<file path="config.mk">
export PLATFORM = sky130hd
export DESIGN_NAME = ndn_tx_arbiter
export DESIGN_NICKNAME = d
export VERILOG_FILES = /design/src/rtl/ndn_tx_arbiter.sv
export SDC_FILE = /design/constraint.sdc
export NUM_CORES = 1
export LEC_CHECK = 0
export BUFFER_PORTS_ARGS = -buffer_cell sky130_fd_sc_hd__buf_2
export CORE_UTILIZATION = 35
export DETAILED_ROUTE_END_ITERATION = 6
export GPL_ROUTABILITY_DRIVEN = 0
export PLACE_DENSITY = 0.61
export SYNTH_ARGS = -nofsm -noshare
export SYNTH_HDL_FRONTEND = slang
export SYNTH_SLANG_ARGS = --single-unit
</file>
<file path="constraint.sdc">
create_clock -name clk -period 2.4 [get_ports clk]
set_clock_uncertainty 0.05 [all_clocks]
set_input_delay 0.24 -clock clk [delete_from_list [all_inputs] [get_ports clk]]
set_output_delay 0.24 -clock clk [all_outputs]
set_load 0.02 [all_outputs]
</file>
<file path="src/rtl/ndn_tx_arbiter.sv">
// ndn_tx_arbiter: shares one SPI transmit byte channel among three NDN packet sources and forwards whole packets.
// Define ARB_STRICT_PRIO_EN for fixed priority (0 > 1 > 2); otherwise the IDLE selection is round-robin.
module ndn_tx_arbiter (
   input  logic        clk,
   input  logic        rst,
   input  logic [2:0]  req_valid,
   input  logic [23:0] req_byte,
   output logic [2:0]  req_ready,
   output logic        spi_tx_valid,
   output logic [7:0]  spi_tx_byte,
   output logic        spi_tx_sop,
   input  logic        spi_tx_ready,
   output logic [2:0]  grant,
   output logic        busy,
   output logic        pkt_done
);

   typedef enum logic [1:0] {
      IDLE,
      HEADER,
      BODY,
      GAP
   } state_t;

   // Remaining-byte counts loaded on the header; a value of N means N+1 more bytes follow.
   localparam logic [15:0] INTEREST_REMAIN = 16'd15;
   localparam logic [15:0] DATA_REMAIN     = 16'd39;

   state_t      r_state;
   state_t      w_nextState;
   logic [2:0]  r_grant;
   logic [2:0]  w_nextGrant;
   logic [2:0]  w_pick;
   logic [15:0] r_count;
   logic [15:0] w_nextCount;
   logic [1:0]  w_grantIdx;
   logic        w_selValid;
   logic [7:0]  w_selByte;
   logic        w_active;
   logic        w_xfer;

`ifdef ARB_STRICT_PRIO_EN
   always_comb begin
      w_pick = 3'b000;
      if (req_valid[0])
         w_pick = 3'b001;
      else if (req_valid[1])
         w_pick = 3'b010;
      else if (req_valid[2])
         w_pick = 3'b100;
   end
`else
   logic [1:0] r_lastIdx;
   logic [1:0] w_nextLastIdx;

   // Search starts at the requester after the last one granted, wrapping 2 -> 0.
   always_comb begin
      w_pick = 3'b000;
      case (r_lastIdx)
         2'd0: begin
            if (req_valid[1])
               w_pick = 3'b010;
            else if (req_valid[2])
               w_pick = 3'b100;
            else if (req_valid[0])
               w_pick = 3'b001;
         end
         2'd1: begin
            if (req_valid[2])
               w_pick = 3'b100;
            else if (req_valid[0])
               w_pick = 3'b001;
            else if (req_valid[1])
               w_pick = 3'b010;
         end
         default: begin
            if (req_valid[0])
               w_pick = 3'b001;
            else if (req_valid[1])
               w_pick = 3'b010;
            else if (req_valid[2])
               w_pick = 3'b100;
         end
      endcase
   end

   always_comb begin
      w_nextLastIdx = r_lastIdx;
      if (r_state == GAP)
         w_nextLastIdx = w_grantIdx;
   end

   always_ff @(posedge clk or posedge rst) begin
      if (rst)
         r_lastIdx <= 2'd2;
      else
         r_lastIdx <= w_nextLastIdx;
   end
`endif

   always_comb begin
      case (r_grant)
         3'b010:  w_grantIdx = 2'd1;
         3'b100:  w_grantIdx = 2'd2;
         default: w_grantIdx = 2'd0;
      endcase
   end

   always_comb begin
      case (w_grantIdx)
         2'd1: begin
            w_selValid = req_valid[1];
            w_selByte  = req_byte[15:8];
         end
         2'd2: begin
            w_selValid = req_valid[2];
            w_selByte  = req_byte[23:16];
         end
         default: begin
            w_selValid = req_valid[0];
            w_selByte  = req_byte[7:0];
         end
      endcase
   end

   assign w_active = (r_state == HEADER) || (r_state == BODY);
   assign w_xfer   = w_active && w_selValid && spi_tx_ready;

   // Data passes straight through from the owner while a packet is in progress.
   always_comb begin
      w_nextState  = r_state;
      w_nextGrant  = r_grant;
      w_nextCount  = r_count;
      spi_tx_valid = 1'b0;
      spi_tx_byte  = 8'h00;
      spi_tx_sop   = 1'b0;
      req_ready    = 3'b000;
      busy         = 1'b0;
      pkt_done     = 1'b0;
      case (r_state)
         IDLE: begin
            if (|req_valid) begin
               w_nextGrant = w_pick;
               w_nextState = HEADER;
            end
         end
         HEADER: begin
            spi_tx_valid = w_selValid;
            spi_tx_byte  = w_selByte;
            spi_tx_sop   = w_selValid;
            req_ready    = r_grant & {3{spi_tx_ready}};
            busy         = 1'b1;
            if (w_xfer) begin
               w_nextCount = w_selByte[6] ? INTEREST_REMAIN : DATA_REMAIN;
               w_nextState = BODY;
            end
         end
         BODY: begin
            spi_tx_valid = w_selValid;
            spi_tx_byte  = w_selByte;
            req_ready    = r_grant & {3{spi_tx_ready}};
            busy         = 1'b1;
            if (w_xfer) begin
               if (r_count == 16'd0)
                  w_nextState = GAP;
               else
                  w_nextCount = r_count - 16'd1;
            end
         end
         GAP: begin
            pkt_done    = 1'b1;
            w_nextGrant = 3'b000;
            w_nextState = IDLE;
         end
         default: begin
            w_nextGrant = 3'b000;
            w_nextState = IDLE;
         end
      endcase
   end

   assign grant = r_grant;

   always_ff @(posedge clk or posedge rst) begin
      if (rst) begin
         r_state <= IDLE;
         r_grant <= 3'b000;
         r_count <= 16'd0;
      end else begin
         r_state <= w_nextState;
         r_grant <= w_nextGrant;
         r_count <= w_nextCount;
      end
   end

endmodule

</file>
==> key figures <==
Outcome
  – Status: finished clean

Pwr
  – Pint: 1319 uW
  – Combinational share of power: 65.7%
  – NetSw: 1331 uW
  – Seq pwr share: 24.9%
  – Final Total Pwr: 2649 uW
  – Static Leak: 0.001009 uW
  – Worst vdd ir: 0.0005610 V
  – P per Cell Area: 1247 nW/um^2
  – Switch share: 50.23%
  – Clock share of power: 9.3%

Synthesis
  – Net Count, Synth: 234
  – Mapped cell area: 1728 um^2
  – Synth Register Bits: 23
  – Post-synthesis async set-or-reset flop share: 100.0%
  – Top cells by count, synth: a21oi_1 (24), dfrtp_1 (22), nand2_1 (16)
  – Post-Synthesis Cells: 197
  – Post-synth EDFFs: 0
  – Top_reg_cell synth: dfrtp_1
  – Most frequent cell after synthesis: a21oi_1
  – Post-synth top area share: 31.86%
  – Cell taking the most area after synthesis: dfrtp_1
  – Avg Inst Size Synth: 8.771 um^2
  – YS warnings: 0
  – Top cells by area, synth: dfrtp_1 (32%), a21oi_1 (7.0%), ha_1 (5.1%), a22oi_1 (3.5%), nand2_1 (3.5%)
  – Count of unique library cells instantiated by Yosys: 54
  – Seq/Total Area, Yosys: 33.38%

Critical path
  – Highest net fanout along the worst path: 13
  – Reg2Reg Launch Point: r_state[0]$_DFFE_PP0P_
  – Crit path arrival time: 2.35 ns
  – Critical Path Max Stage Delay: 0.54 ns
  – Crit path launch type: register
  – R2R Setup Slk: 0.20 ns
  – Crit path kind: reg -> reg
  – R2R Path End: r_count[8]$_DFFE_PP0P_
  – Worst path cell trace: inv_1 -> ha_1 -> and2_2 -> o211ai_2 -> or4_1 -> a21oi_1
  – CP Data Required Time: 2.55 ns
  – R2R cell count: 6
  – Slowest-stage cell, CP: or4_1
  – CP Capture Type: register

STA
  – Final Setup Violations: 0
  – Final Hold Viols: 0
  – RSZ-0062 raised after global routing: no
  – Post-route setup slack: 0.1999 ns
  – Minimum clock period: 2.200 ns
  – Slew HR: 40.31%
  – Measured slew at the worst slew-check pin: 0.8944 ns
  – Fmax: 0.4545 GHz
  – Pins over their slew limit: 0
  – Setup TNS: 0 ns
  – Fin crit share: 91.67%

Layout
  – Non-Filler Instances: 316
  – Multi-input logic area: 1077 um^2
  – Share of cells above drive strength 1: 29.32%
  – Post-layout util: 44.98%
  – Area delta synth->final: 22.95%
  – Layout Nets: 287
  – Ant. Diodes: 0
  – FF+latch area: 576.8 um^2
  – Filler Cell Count: 483

GRT
  – Initial antenna violation count: 0
  – Largest net degree at the start of global routing: 24
  – Global-route wire length before repair: 7231 um
  – Vias in the first global route: 1546
  – GRT Total Usage: 17.52%
  – Grt ovf: 0

Drt
  – Vias per std cell: 5.497
  – DRC Markers: 0
  – DR pass1 iterations: 4
  – Avg WL per Cell: 13.90 um
  – Initial DRC Count: 73
  – Number of routed nets with antenna violations: 0
  – Vias: 1737
  – Routed Wire Length: 4393 um

Placement
  – Port-buffer cells: 47
  – # placed instances: 312
  – Dpl ws: 0.1147 ns
  – HPWL after DPL: 3247 um

Die
  – Die Y: 72.26 um
  – Initial Utilization: 36.58%
  – Die Span X: 72.26 um
  – Die Area: 5222 um^2
  – Core area: 4723 um^2
  – Rows: 25
  – IO Pins: 48

Clocking
  – CTS max path bufs: 2
  – Setup bufs post-CTS: 0
  – Clock buffer count from CTS: 3
  – Clk_lat worst skew: 0.27 ns
  – Root Driver: clkbuf_8
  – Clk slew on worst S/H paths: 0.08 ns
  – CTS Sinks: 23
  – H-tree depth: 1
  – TritonCTS clock tree: built

Run
  – Maximum capacitance violations: 0

Hold path
  – HP Class: in -> async
-- kinds of logic after synthesis --
| family | count (synthesis) | synth area share [%] |
|---|---|---|
| AOI/OAI and AO/OA | 74 | 29.54 |
| and+or+nand+nor | 74 | 25.63 |
| DFF | 23 | 33.38 |
| buffers and inverters | 16 | 4.489 |
| adders and majority gates | 7 | 5.069 |
| muxes | 3 | 1.883 |
-- worst max path at each step --
stage | start | to | slack (ns) | cells past startpoint
after CTS | r_state[0]$_DFFE_PP0P_ | r_count[9]$_DFFE_PP0P_ | 0.11 | 6
after detailed placement | r_state[0]$_DFFE_PP0P_ | r_count[9]$_DFFE_PP0P_ | 0.11 | 6
after global routing | r_state[0]$_DFFE_PP0P_ | r_count[14]$_DFFE_PP0P_ | 0.05 | 6
after global placement | r_state[0]$_DFFE_PP0P_ | r_count[9]$_DFFE_PP0P_ | 0.22 | 6
after floorplan | grant[1]$_DFFE_PP0P_ | spi_tx_byte[0] | 0.17 | 4
final | r_state[0]$_DFFE_PP0P_ | r_count[8]$_DFFE_PP0P_ | 0.20 | 6
-- sequential cells by signal (all words and copies together) (netlist names) --
signal	count
grant	3
r_count	16
r_lastIdx	2
r_state	2
-- critical path, delay by kind of cell, from the launching register on --
family,cells,cell delay [ns]
and+or+nand+nor,2,0.80
AOI/OAI and AO/OA,2,0.43
buffers and inverters,1,0.10
adders and majority gates,1,0.37
DFF,1,0.38
-- metal layers --
layer | wire length [um] | part of all wire, % | up-vias | GRT usage [%]
met5 | 0 | 0 | - | 0
met4 | 51 | 1.2 | 0 | 5.447
met3 | 185 | 4.2 | 6 | 3.333
met2 | 2091 | 48 | 40 | 28.56
met1 | 2065 | 47 | 822 | 23.53
li1 | - | - | 869 | -
-- cells in the final DEF (no fill, tap or decap), drive strengths merged, types with 3 or more instances in the layout --
| cell | count |
|---|---|
| a211oi | 3 |
| a21oi | 24 |
| a22oi | 8 |
| and2 | 4 |
| and3 | 5 |
| buf | 55 |
| clkbuf | 4 |
| dfrtp | 22 |
| ha | 7 |
| inv | 8 |
| nand2 | 16 |
| nand3 | 3 |
| nand4 | 3 |
| nor2 | 10 |
| nor3 | 3 |
| nor3b | 5 |
| nor4 | 3 |
| o21ai | 11 |
| o31ai | 6 |
| or3 | 6 |
| or4 | 6 |
-- power groups by stage --
stage	combinational (uW)	clock (uW)	sequential (uW)
global placement	1730	0	661
floorplan	1260	0	655
finish	1740	247	661
detailed placement	1740	0	662
CTS	1740	254	658
global route	1920	273	680
-- repair_timing --
item / CTS / global route
setup endpoints to repair: 0 / 8
gates resized for setup: 0 / 2
hold buffers: 0 / 0
-- per-stage QoR --
step / hold slack [ns] / area [um^2]
finish: 0.1011 / 2125
floorplan: 0.1912 / 1728
global route: 0.1672 / 2125
global placement: 0.4334 / 2076
detailed placement: 0.4279 / 2076
CTS: 0.1338 / 2121
-- area by class of cell --
class                           count  share of cell area (%)
Tap cell                           67                   3.946
Timing Repair Buffer               55                   14.49
Inverter                            9                   1.590
Clock buffer                        4                   2.120
Multi-Input combinational cell    158                   50.71
Sequential cell                    23                   27.15
Power figures use the tool's default switching activity.
